`config.mk`:
```
export PLATFORM = sky130hd
export DESIGN_NAME = multicycle_control_unit_flat
export DESIGN_NICKNAME = d
export VERILOG_FILES = /design/src/rtl/multicycle_control_unit_if.sv /design/src/rtl/multicycle_control_unit.sv /design/src/flat_wrapper.sv
export SDC_FILE = /design/constraint.sdc
export NUM_CORES = 1
export LEC_CHECK = 0
export ABC_AREA = 0
export CORE_MARGIN = 5
export CORE_UTILIZATION = 45
export CTS_CLUSTER_DIAMETER = 30
export DETAILED_ROUTE_END_ITERATION = 12
export GPL_TIMING_DRIVEN = 0
export MAX_ROUTING_LAYER = met4
export PLACE_DENSITY = 0.85
export SKIP_LAST_GASP = 1
export SLEW_MARGIN = 20
export SYNTH_ARGS = -nofsm -noshare
export SYNTH_HDL_FRONTEND = slang
export SYNTH_SLANG_ARGS = --single-unit
```
`constraint.sdc`:
```
create_clock -name clk -period 2.87 [get_ports clk]
set_input_delay 0.4305 -clock clk [delete_from_list [all_inputs] [get_ports clk]]
set_output_delay 0.4305 -clock clk [all_outputs]
set_load 0.005 [all_outputs]
```
`src/rtl/multicycle_control_unit_if.sv`:
```
// rtl/multicycle_control_unit_if.sv - control unit <-> datapath signal bundle
//
// Purpose : groups the instruction/flag inputs and all datapath control
//           outputs of multicycle_control_unit into one interface.
// Modports: master - the control unit (drives the control selects/enables)
//           slave  - the datapath / bench side (drives Run, instruction fields, flags)
// Option  : CU_INSTR_COUNT_EN adds the 16-bit Instr_Count output.
interface multicycle_control_unit_if;
  logic       Run;
  logic       Ext_Wr_en;
  logic [4:0] Opcode;
  logic [1:0] ALU_Op;
  logic [2:0] Rd_Addr;
  logic       Z_Reg;
  logic       C_Reg;

  logic       PC_CE;
  logic       PC_Add_Src;
  logic       PC_ALU_Sel;
  logic [1:0] PC_Sel;
  logic       Mem_Addr_Sel;
  logic       MemW_Data_Sel;
  logic       MemW_en;
  logic       Rd_Reg_CE;
  logic       Rd_Rm_Sel;
  logic       ALUOut_Reg_CE;
  logic       Z_CE;
  logic       C_CE;
  logic       RF_Write_en;
  logic       Out_R_CE;
  logic [1:0] Imm_Sel;
  logic [1:0] ALU_B_Sel;
  logic [1:0] ALU_Control;
  logic [1:0] RF_Write_Data_Sel;
  logic       Halted;
`ifdef CU_INSTR_COUNT_EN
  logic [15:0] Instr_Count;
`endif

  modport master (
    input  Run, Ext_Wr_en, Opcode, ALU_Op, Rd_Addr, Z_Reg, C_Reg,
`ifdef CU_INSTR_COUNT_EN
    output Instr_Count,
`endif
    output PC_CE, PC_Add_Src, PC_ALU_Sel, PC_Sel,
    output Mem_Addr_Sel, MemW_Data_Sel, MemW_en,
    output Rd_Reg_CE, Rd_Rm_Sel, ALUOut_Reg_CE, Z_CE, C_CE, RF_Write_en, Out_R_CE,
    output Imm_Sel, ALU_B_Sel, ALU_Control, RF_Write_Data_Sel, Halted
  );

  modport slave (
    output Run, Ext_Wr_en, Opcode, ALU_Op, Rd_Addr, Z_Reg, C_Reg,
`ifdef CU_INSTR_COUNT_EN
    input  Instr_Count,
`endif
    input  PC_CE, PC_Add_Src, PC_ALU_Sel, PC_Sel,
    input  Mem_Addr_Sel, MemW_Data_Sel, MemW_en,
    input  Rd_Reg_CE, Rd_Rm_Sel, ALUOut_Reg_CE, Z_CE, C_CE, RF_Write_en, Out_R_CE,
    input  Imm_Sel, ALU_B_Sel, ALU_Control, RF_Write_Data_Sel, Halted
  );
endinterface

```
`src/rtl/multicycle_control_unit.sv`:
```
// rtl/multicycle_control_unit.sv - Moore FSM sequencing a multicycle CPU datapath
//
// Purpose : IDLE -> PCRST -> FETCH -> DECODE -> EXEC -> (WB | MEM) -> FETCH,
//           with HALT left only by reset. Instruction fields are latched at
//           the end of DECODE and EXEC decodes the latched copy only.
// Ports   : clk    - clock, rising edge
//           rst_n  - asynchronous active-low reset; forces IDLE and all outputs low
//           cu_bus - multicycle_control_unit_if.master (inputs + control outputs)
// Option  : define CU_INSTR_COUNT_EN for the Instr_Count retired-instruction counter.
module multicycle_control_unit (
  input  logic                         clk,
  input  logic                         rst_n,
  multicycle_control_unit_if.master    cu_bus
);

  typedef enum logic [2:0] {
    S_IDLE, S_PCRST, S_FETCH, S_DECODE, S_EXEC, S_MEM, S_WB, S_HALT
  } state_t;

  state_t     r_state;
  state_t     w_next_state;
  logic [4:0] r_opcode;
  logic [1:0] r_alu_op;
  logic [2:0] r_rd_addr;
  logic       w_cond_true;
  logic       w_is_store;

  always_ff @(posedge clk or negedge rst_n) begin
    if (!rst_n) begin
      r_state   <= S_IDLE;
      r_opcode  <= '0;
      r_alu_op  <= '0;
      r_rd_addr <= '0;
    end else begin
      r_state <= w_next_state;
      if (r_state == S_DECODE) begin
        r_opcode  <= cu_bus.Opcode;
        r_alu_op  <= cu_bus.ALU_Op;
        r_rd_addr <= cu_bus.Rd_Addr;
      end
    end
  end

  // Conditional branch predicate; codes 100-111 never take the branch.
  always_comb begin
    w_cond_true = 1'b0;
    case (r_rd_addr)
      3'b000:  w_cond_true = cu_bus.Z_Reg;
      3'b001:  w_cond_true = ~cu_bus.Z_Reg;
      3'b010:  w_cond_true = cu_bus.C_Reg;
      3'b011:  w_cond_true = ~cu_bus.C_Reg;
      default: w_cond_true = 1'b0;
    endcase
  end

  // Only 00101 and 00110/00 reach MEM as stores; the other MEM entries are loads.
  assign w_is_store = (r_opcode == 5'b00101) || (r_opcode == 5'b00110);

  always_comb begin
    w_next_state                = r_state;
    cu_bus.PC_CE                = 1'b0;
    cu_bus.PC_Add_Src           = 1'b0;
    cu_bus.PC_ALU_Sel           = 1'b0;
    cu_bus.PC_Sel               = 2'b00;
    cu_bus.Mem_Addr_Sel         = 1'b0;
    cu_bus.MemW_Data_Sel        = 1'b0;
    cu_bus.MemW_en              = 1'b0;
    cu_bus.Rd_Reg_CE            = 1'b0;
    cu_bus.Rd_Rm_Sel            = 1'b0;
    cu_bus.ALUOut_Reg_CE        = 1'b0;
    cu_bus.Z_CE                 = 1'b0;
    cu_bus.C_CE                 = 1'b0;
    cu_bus.RF_Write_en          = 1'b0;
    cu_bus.Out_R_CE             = 1'b0;
    cu_bus.Imm_Sel              = 2'b00;
    cu_bus.ALU_B_Sel            = 2'b00;
    cu_bus.ALU_Control          = 2'b00;
    cu_bus.RF_Write_Data_Sel    = 2'b00;
    cu_bus.Halted               = 1'b0;
    // Gating on rst_n keeps every output low for as long as reset is held,
    // including the IDLE memory-load selects and Ext_Wr_en pass-through.
    if (rst_n) begin
      case (r_state)
        S_IDLE: begin
          cu_bus.Mem_Addr_Sel  = 1'b1;
          cu_bus.MemW_Data_Sel = 1'b1;
          cu_bus.MemW_en       = cu_bus.Ext_Wr_en;
          if (cu_bus.Run) w_next_state = S_PCRST;
        end
        S_PCRST: begin
          cu_bus.PC_Sel = 2'b11;
          cu_bus.PC_CE  = 1'b1;
          w_next_state  = S_FETCH;
        end
        S_FETCH: w_next_state = S_DECODE;
        S_DECODE: begin
          cu_bus.PC_CE     = 1'b1;
          cu_bus.Rd_Reg_CE = 1'b1;
          w_next_state     = S_EXEC;
        end
        S_EXEC: begin
          w_next_state = S_FETCH;
          case (r_opcode)
            5'b00000, 5'b00111, 5'b01000: begin
              cu_bus.Rd_Rm_Sel     = 1'b1;
              cu_bus.ALUOut_Reg_CE = 1'b1;
              cu_bus.Z_CE          = 1'b1;
              cu_bus.C_CE          = 1'b1;
              if (r_opcode == 5'b00000) begin
                cu_bus.ALU_Control = r_alu_op;
              end else begin
                cu_bus.ALU_B_Sel   = 2'b01;
                cu_bus.ALU_Control = (r_opcode == 5'b01000) ? 2'b10 : 2'b00;
              end
              w_next_state = S_WB;
            end
            5'b00001, 5'b00010: begin
              cu_bus.Imm_Sel           = (r_opcode == 5'b00001) ? 2'b11 : 2'b10;
              cu_bus.RF_Write_Data_Sel = 2'b01;
              cu_bus.RF_Write_en       = 1'b1;
            end
            5'b00011, 5'b00100, 5'b00101: begin
              cu_bus.Rd_Rm_Sel     = 1'b1;
              cu_bus.ALU_B_Sel     = (r_opcode == 5'b00100) ? 2'b00 : 2'b01;
              cu_bus.ALUOut_Reg_CE = 1'b1;
              w_next_state         = S_MEM;
            end
            5'b00110: begin
              if (r_alu_op == 2'b01) begin
                cu_bus.Rd_Rm_Sel     = 1'b1;
                cu_bus.ALUOut_Reg_CE = 1'b1;
                cu_bus.Z_CE          = 1'b1;
                cu_bus.C_CE          = 1'b1;
                cu_bus.ALU_Control   = 2'b10;
              end else if (r_alu_op == 2'b00) begin
                cu_bus.Rd_Rm_Sel     = 1'b1;
                cu_bus.ALUOut_Reg_CE = 1'b1;
                w_next_state         = S_MEM;
              end
            end
            5'b01011: begin
              cu_bus.Rd_Rm_Sel     = 1'b1;
              cu_bus.ALU_B_Sel     = 2'b10;
              cu_bus.ALUOut_Reg_CE = 1'b1;
              w_next_state         = S_WB;
            end
            5'b10000: begin
              cu_bus.PC_Sel = 2'b01;
              cu_bus.PC_CE  = 1'b1;
            end
            5'b10001: begin
              // PC still holds PC+1 here, so Rd gets the return address while PC moves.
              cu_bus.RF_Write_Data_Sel = 2'b11;
              cu_bus.RF_Write_en       = 1'b1;
              cu_bus.PC_Add_Src        = 1'b1;
              cu_bus.Imm_Sel           = 2'b01;
              cu_bus.PC_CE             = 1'b1;
            end
            5'b10010: begin
              cu_bus.RF_Write_Data_Sel = 2'b11;
              cu_bus.RF_Write_en       = 1'b1;
              cu_bus.Rd_Rm_Sel         = 1'b1;
              cu_bus.PC_Sel            = 2'b10;
              cu_bus.PC_CE             = 1'b1;
            end
            5'b10011: begin
              cu_bus.PC_Sel = 2'b10;
              cu_bus.PC_CE  = 1'b1;
            end
            5'b11000, 5'b11001: begin
              if (r_opcode == 5'b11001 || w_cond_true) begin
                cu_bus.PC_Add_Src = 1'b1;
                cu_bus.Imm_Sel    = 2'b01;
                cu_bus.PC_CE      = 1'b1;
              end
            end
            5'b11100: begin
              if (r_alu_op == 2'b00) begin
                cu_bus.Rd_Rm_Sel = 1'b1;
                cu_bus.Out_R_CE  = 1'b1;
              end else if (r_alu_op == 2'b01) begin
                w_next_state = S_HALT;
              end
            end
            default: ;
          endcase
        end
        S_MEM: begin
          cu_bus.PC_ALU_Sel = 1'b1;
          if (w_is_store) begin
            cu_bus.MemW_en = 1'b1;
          end else begin
            cu_bus.RF_Write_en = 1'b1;
          end
          w_next_state = S_FETCH;
        end
        S_WB: begin
          cu_bus.RF_Write_Data_Sel = 2'b10;
          cu_bus.RF_Write_en       = 1'b1;
          w_next_state             = S_FETCH;
        end
        S_HALT: cu_bus.Halted = 1'b1;
        default: w_next_state = S_IDLE;
      endcase
    end
  end

`ifdef CU_INSTR_COUNT_EN
  logic [15:0] r_instr_count;

  always_ff @(posedge clk or negedge rst_n) begin
    if (!rst_n) begin
      r_instr_count <= '0;
    end else if (w_next_state == S_FETCH &&
                 (r_state == S_EXEC || r_state == S_WB || r_state == S_MEM)) begin
      r_instr_count <= r_instr_count + 16'd1;
    end
  end

  assign cu_bus.Instr_Count = r_instr_count;
`endif

endmodule

```
`src/flat_wrapper.sv`:
```
// flat-port wrapper written by rule: the top's interface ports become plain ports
module multicycle_control_unit_flat 
  (clk, rst_n, cu_bus_Run, cu_bus_Ext_Wr_en, cu_bus_Opcode, cu_bus_ALU_Op, cu_bus_Rd_Addr, cu_bus_Z_Reg, cu_bus_C_Reg, cu_bus_PC_CE, cu_bus_PC_Add_Src, cu_bus_PC_ALU_Sel, cu_bus_PC_Sel, cu_bus_Mem_Addr_Sel, cu_bus_MemW_Data_Sel, cu_bus_MemW_en, cu_bus_Rd_Reg_CE, cu_bus_Rd_Rm_Sel, cu_bus_ALUOut_Reg_CE, cu_bus_Z_CE, cu_bus_C_CE, cu_bus_RF_Write_en, cu_bus_Out_R_CE, cu_bus_Imm_Sel, cu_bus_ALU_B_Sel, cu_bus_ALU_Control, cu_bus_RF_Write_Data_Sel, cu_bus_Halted);
  multicycle_control_unit_if cu_bus_i ();
  input  logic clk;
  input  logic rst_n;
  input wire logic [$bits(cu_bus_i.Run)-1:0] cu_bus_Run;
  input wire logic [$bits(cu_bus_i.Ext_Wr_en)-1:0] cu_bus_Ext_Wr_en;
  input wire logic [$bits(cu_bus_i.Opcode)-1:0] cu_bus_Opcode;
  input wire logic [$bits(cu_bus_i.ALU_Op)-1:0] cu_bus_ALU_Op;
  input wire logic [$bits(cu_bus_i.Rd_Addr)-1:0] cu_bus_Rd_Addr;
  input wire logic [$bits(cu_bus_i.Z_Reg)-1:0] cu_bus_Z_Reg;
  input wire logic [$bits(cu_bus_i.C_Reg)-1:0] cu_bus_C_Reg;
  output wire logic [$bits(cu_bus_i.PC_CE)-1:0] cu_bus_PC_CE;
  output wire logic [$bits(cu_bus_i.PC_Add_Src)-1:0] cu_bus_PC_Add_Src;
  output wire logic [$bits(cu_bus_i.PC_ALU_Sel)-1:0] cu_bus_PC_ALU_Sel;
  output wire logic [$bits(cu_bus_i.PC_Sel)-1:0] cu_bus_PC_Sel;
  output wire logic [$bits(cu_bus_i.Mem_Addr_Sel)-1:0] cu_bus_Mem_Addr_Sel;
  output wire logic [$bits(cu_bus_i.MemW_Data_Sel)-1:0] cu_bus_MemW_Data_Sel;
  output wire logic [$bits(cu_bus_i.MemW_en)-1:0] cu_bus_MemW_en;
  output wire logic [$bits(cu_bus_i.Rd_Reg_CE)-1:0] cu_bus_Rd_Reg_CE;
  output wire logic [$bits(cu_bus_i.Rd_Rm_Sel)-1:0] cu_bus_Rd_Rm_Sel;
  output wire logic [$bits(cu_bus_i.ALUOut_Reg_CE)-1:0] cu_bus_ALUOut_Reg_CE;
  output wire logic [$bits(cu_bus_i.Z_CE)-1:0] cu_bus_Z_CE;
  output wire logic [$bits(cu_bus_i.C_CE)-1:0] cu_bus_C_CE;
  output wire logic [$bits(cu_bus_i.RF_Write_en)-1:0] cu_bus_RF_Write_en;
  output wire logic [$bits(cu_bus_i.Out_R_CE)-1:0] cu_bus_Out_R_CE;
  output wire logic [$bits(cu_bus_i.Imm_Sel)-1:0] cu_bus_Imm_Sel;
  output wire logic [$bits(cu_bus_i.ALU_B_Sel)-1:0] cu_bus_ALU_B_Sel;
  output wire logic [$bits(cu_bus_i.ALU_Control)-1:0] cu_bus_ALU_Control;
  output wire logic [$bits(cu_bus_i.RF_Write_Data_Sel)-1:0] cu_bus_RF_Write_Data_Sel;
  output wire logic [$bits(cu_bus_i.Halted)-1:0] cu_bus_Halted;
  assign cu_bus_i.Run = cu_bus_Run;
  assign cu_bus_i.Ext_Wr_en = cu_bus_Ext_Wr_en;
  assign cu_bus_i.Opcode = cu_bus_Opcode;
  assign cu_bus_i.ALU_Op = cu_bus_ALU_Op;
  assign cu_bus_i.Rd_Addr = cu_bus_Rd_Addr;
  assign cu_bus_i.Z_Reg = cu_bus_Z_Reg;
  assign cu_bus_i.C_Reg = cu_bus_C_Reg;
  assign cu_bus_PC_CE = cu_bus_i.PC_CE;
  assign cu_bus_PC_Add_Src = cu_bus_i.PC_Add_Src;
  assign cu_bus_PC_ALU_Sel = cu_bus_i.PC_ALU_Sel;
  assign cu_bus_PC_Sel = cu_bus_i.PC_Sel;
  assign cu_bus_Mem_Addr_Sel = cu_bus_i.Mem_Addr_Sel;
  assign cu_bus_MemW_Data_Sel = cu_bus_i.MemW_Data_Sel;
  assign cu_bus_MemW_en = cu_bus_i.MemW_en;
  assign cu_bus_Rd_Reg_CE = cu_bus_i.Rd_Reg_CE;
  assign cu_bus_Rd_Rm_Sel = cu_bus_i.Rd_Rm_Sel;
  assign cu_bus_ALUOut_Reg_CE = cu_bus_i.ALUOut_Reg_CE;
  assign cu_bus_Z_CE = cu_bus_i.Z_CE;
  assign cu_bus_C_CE = cu_bus_i.C_CE;
  assign cu_bus_RF_Write_en = cu_bus_i.RF_Write_en;
  assign cu_bus_Out_R_CE = cu_bus_i.Out_R_CE;
  assign cu_bus_Imm_Sel = cu_bus_i.Imm_Sel;
  assign cu_bus_ALU_B_Sel = cu_bus_i.ALU_B_Sel;
  assign cu_bus_ALU_Control = cu_bus_i.ALU_Control;
  assign cu_bus_RF_Write_Data_Sel = cu_bus_i.RF_Write_Data_Sel;
  assign cu_bus_Halted = cu_bus_i.Halted;
  multicycle_control_unit u_core (.clk(clk), .rst_n(rst_n), .cu_bus(cu_bus_i));
endmodule
```
# Word-level counts from Yosys, hierarchy flattened
# Cells that the tools add are included.
# W data, S select, Z words.
# word_totals
register_bits	13
input_bits	16
out_inout_bits	24
word_cells	122
# op_classes
n_eq_ne	28
n_mux	67
n_bitwise	2
reduce_logical	21
# ops
cell	count
$eq A5 B5 Y1 const B	7
$mux W1	33
$mux W2	11
$eq A5 B3 Y1 const B	4
$pmux W2 S2	5
$mux W3	5
$pmux W3 S5	1
$eq A3 B2 Y1 const B	4
$eq A3 B3 Y1 const B	4
$pmux W1 S2	6
$pmux W2 S3	2
$pmux W3 S4	1
$reduce_or A4 Y1	3
$eq A5 B2 Y1 const B	2
$eq A5 B4 Y1 const B	2
$reduce_or A2 Y1	5
$reduce_or A3 Y1	3
$reduce_or A8 Y1	1
$reduce_or A7 Y1	1
$eq A3 B1 Y1 const B	2
$logic_not A3 Y1	2
$pmux W1 S3	2
$eq A5 B1 Y1 const B	1
$logic_not A5 Y1	1
8 further kinds	10

# Depth between registers and ports, before layout
# depth
ltp_word	7
ltp_mapped	6

# Worst setup path before layout
# OpenSTA, ideal clock, no wires.
# synth_path
path_kind	register to output
start	reg u_core.r_opcode[1]
end	out cu_bus_ALU_Control[1]
t_arrival_ns	1.369
t_required_ns	2.440
path_slack_ns	1.071
stages_incl_launch_ff	5
cell_sequence	dfrtp_1 > buf_6 > or3_4 > or3_1 > a21oi_2
# synth_via
elab_chain_cells	6
elab_cells_between_ends	10
classes_between	eq/ne (3); mux (5); reduce/logical (2)
# synth_rtl
element	line_no	source
start, declared	multicycle_control_unit.sv:22	logic [4:0] r_opcode;
start signal, assigned	multicycle_control_unit.sv:37	r_opcode <= cu_bus.Opcode;
$eq A5 B4 Y1	multicycle_control_unit.sv:103, multicycle_control_unit.sv:113	
$mux W2	multicycle_control_unit.sv:113	cu_bus.ALU_Control = (r_opcode == 5'b01000) ? 2'b10 : 2'b00;
$mux W2	multicycle_control_unit.sv:109	if (r_opcode == 5'b00000) begin
$pmux W2 S2 *	multicycle_control_unit.sv:103	case (r_opcode)
$mux W2 *	multicycle_control_unit.sv:83	case (r_state)
$mux W2 *	multicycle_control_unit.sv:82	if (rst_n) begin
end, declared	flat_wrapper.sv:30	output wire logic [$bits(cu_bus_i.ALU_Control)-1:0] cu_bus_ALU_Control;
# Mark *: on every way between the ends. The rest lies on a longest branch, timed or not.

# Worst setup path in the final report
# layout_path
start	reg u_core.r_opcode[2]
end	out cu_bus_Z_CE
# layout_via
elab_chain_cells	5
elab_cells_between_ends	8
classes_between	eq/ne (3); mux (3); reduce/logical (2)
# layout_rtl
element	line_no	source
$eq A5 B3 Y1, or another cell as far along	multicycle_control_unit.sv:103	
$reduce_or A3 Y1	multicycle_control_unit.sv:103	
$pmux W1 S2 *	multicycle_control_unit.sv:103	
$mux W1 *	multicycle_control_unit.sv:83	
$mux W1 *	multicycle_control_unit.sv:82	
end, declared	flat_wrapper.sv:24	output wire logic [$bits(cu_bus_i.Z_CE)-1:0] cu_bus_Z_CE;
# Marks and branches as above.

==> reports/summary.txt <==
Initial antenna violation count -> 0
Initial Util -> 47.6%
Area after DPL -> 0.00150 mm^2
Ys flop type -> dfrtp_1
CTS Buf Count -> 3
WL final -> 2820 um
Vias -> 1117
Peak Freq -> 365 MHz
CTS sink cnt -> 13
CP Buf/Inv Count -> 3
Flops & latches, synth -> 13
# port buffers -> 39
Max stage delay cell, worst path -> clkdlybuf4s50_1
Max IR drop VDD -> 0.000543 V
Ys async rst share -> 100%
Aggregate global routing overflow -> 0
Htree depth -> 1
Switching Fraction -> 44.4%
Fin cells -> 200
Arr. time, crit path -> 2310 ps
Final Max Tran Viols -> 0
Clk network pwr share -> 8.5%
Via density -> 5.59
Hold Path Class -> primary input to asynchronous set/reset pin
Gpl congestion -> 0.923
Setup Fix Bufs, Post-CTS -> 0
Final hold violation count -> 0
Synth Cell Area -> 0.00107 mm^2
Place WS -> -623 ps
Final period util -> 95.4%
RSZ-0062 raised after global routing -> no
Clock-pin slew on the worst setup and hold paths -> 70 ps
# diodes -> 0
Synth cell types -> 39
Nets -> 189
Post-synth EDFFs -> 0
CP Capture Type -> output port
Core footprint -> 0.00225 mm^2
CTS root buf -> clkbuf_4
First-pass GRT wire length -> 4850 um
Total setup violations reported at the end of the flow -> 0
Worst Clk Skew -> 0.210 ps
Die W -> 58.8 um
Most common cell after layout, fill and taps aside -> clkdlybuf4s50_1
# rows -> 17
Inst Count DP -> 196
Minimum clock period -> 2740 ps
Most frequent cells in the layout -> 38 x clkdlybuf4s50_1, 13 x dfrtp_1, 12 x mux2_2
Layout cells sized above 1 -> 16.3%
Drt drc -> 0
Switch Pwr -> 0.589 mW
Post-DP HPWL -> 2200 um
Clk_lat worst skew -> 280 ps
Finished Cell Area -> 0.00152 mm^2
GRT Overall Usage -> 17.8%
Leakage power -> 0.581 nW
Crit start category -> register
Largest net degree at the start of global routing -> 22
WHS -> 42.6 ps
Synth Net Count -> 145
First-pass iteration count of the detailed router -> 4
Clock buffer depth -> 2
Worst Path Required -> 2440 ps
PD cells -> 872 mW/mm^2
Setup ws final -> 132 ps
Crit Path Max Fanout -> 10
I/O pin cnt -> 40
Worst-path cell chain -> clkbuf_1 -> nand4b_1 -> a21o_1 -> a21oi_1 -> buf_4 -> clkdlybuf4s50_1
Slew HR -> 68.6%
Slew @ Worst Pin -> 470 ps
DR iter-0 viols -> 55
Die height -> 58.8 um
Register area share after synthesis -> 30.3%
Max Cap Viol -> 0
Internal -> 0.739 mW
PnR Total Power -> 1.33 mW
Yosys warning count -> 0
Result of the run -> complete, no violations
Sequential power share -> 27.7%
Cells after synthesis -> 129
Vias in the first global route -> 1116
Mapped Avg Cell Area -> 8.32 um^2
Routed Antenna Nets -> 0
Crit-path leading delay family -> buffers and inverters
Largest stage delay, worst path -> 480 ps
Die area -> 0.00346 mm^2
CTS tree -> done
CP Class -> register to output port
Wire length per cell -> 14.1 um
Comb power frac -> 63.8%
Area Growth Syn to Fin -> 41.8%
-- routing by layer --
| metal | global-route usage, % | vias to the layer above | share of wire, % |
|---|---|---|---|
| met5 | - | - | 0 |
| met1 | 22.2 | 492 | 44 |
| met2 | 30.0 | 62 | 47 |
| met3 | 2.63 | 5 | 8.4 |
| met4 | 4.85 | 0 | 0.92 |
| li1 | - | 558 | - |
-- repair_timing --
action,4_1_cts,5_1_grt
hold buffers,0,0
pin swaps,0,0
endpoints found under the hold margin,0,0
gates resized for setup,5,1
endpoints found under the setup margin,20,1
-- synth_stat cells (all sizes together), types with 2 or more instances --
master,number,area (um^2)
a31oi,3,18.8
nor3b,4,30.0
nand2,10,37.5
nand2b,3,18.8
nand4b,3,26.3
dfrtp,13,325
or3,5,36.3
mux2,12,135
nand4,2,12.5
o21ai,6,30.0
buf,9,58.8
inv,6,22.5
a2bb2oi,2,17.5
mux2i,2,20.0
a21oi,8,43.8
nor3,10,50.1
a21o,2,15.0
clkbuf,3,11.3
nor2,10,37.5
-- registers in the layout, indices dropped and copies added (netlist names) --
| signal | cells |
|---|---|
| u_core.r_state | 3 |
| u_core.r_alu_op | 2 |
| u_core.r_rd_addr | 3 |
| u_core.r_opcode | 5 |
-- power by group through the flow --
stage / registers [mW] / clock network, mW / logic, mW
2_1_floorplan: 0.345 / 0 / 0.626
3_3_place_gp: 0.362 / 0 / 0.828
3_5_place_dp: 0.370 / 0 / 0.845
4_1_cts: 0.366 / 0.115 / 0.848
5_1_grt: 0.385 / 0.125 / 0.936
6_report: 0.368 / 0.112 / 0.847
-- metrics by stage --
step           util, %  TNS [ps]
2_1_floorplan        -         0
3_3_place_gp      66.5     -5570
3_5_place_dp      66.5     -6600
4_1_cts           67.4         0
5_1_grt           67.5         0
6_report          67.5         0
-- worst reg2reg max path, stage by stage (launching register included) --
cell and delay, ps:
dfrtp_1 380, buf_2 220, nand3_1 380, mux2_2 410
-- kinds of logic after synthesis --
logic type | count (synthesis) | share of synthesized area, %
AOI/OAI and AO/OA | 28 | 16.9
xor gates and xnor gates | 1 | 0.816
buffers and inverters | 18 | 8.62
DFF | 13 | 30.3
muxes | 14 | 14.5
and+or+nand+nor | 55 | 28.9
-- area by class of cell --
class | count | area [um^2]
multi-input cells | 98 | 656
repair buffers | 39 | 388
inverters | 6 | 22.5
fillers | 206 | 732
plain buffers | 12 | 70.1
well taps | 28 | 35.0
clock buffers | 4 | 26.3
flip-flops and latches | 13 | 325
-- worst paths after layout --
| path | start | endpoint | slack, ps | cells after the start |
|---|---|---|---|---|
| setup / recovery | u_core.r_opcode[2]$_DFFE_PN0P_ | cu_bus_Z_CE | 130 | 6 |
| hold / removal | rst_n | u_core.r_state[0]$_DFFE_PN0P_ | 40 | 1 |
| setup reg to reg | u_core.r_state[0]$_DFFE_PN0P_ | u_core.r_alu_op[1]$_DFFE_PN0P_ | 1370 | 3 |
| hold reg to reg | u_core.r_rd_addr[0]$_DFFE_PN0P_ | u_core.r_rd_addr[0]$_DFFE_PN0P_ | 540 | 1 |
| max in group asynchronous | rst_n | u_core.r_opcode[2]$_DFFE_PN0P_ | 2620 | 1 |
| min in group clk | u_core.r_rd_addr[0]$_DFFE_PN0P_ | u_core.r_rd_addr[0]$_DFFE_PN0P_ | 540 | 1 |
No activity file was read; power rests on OpenSTA's default activity.
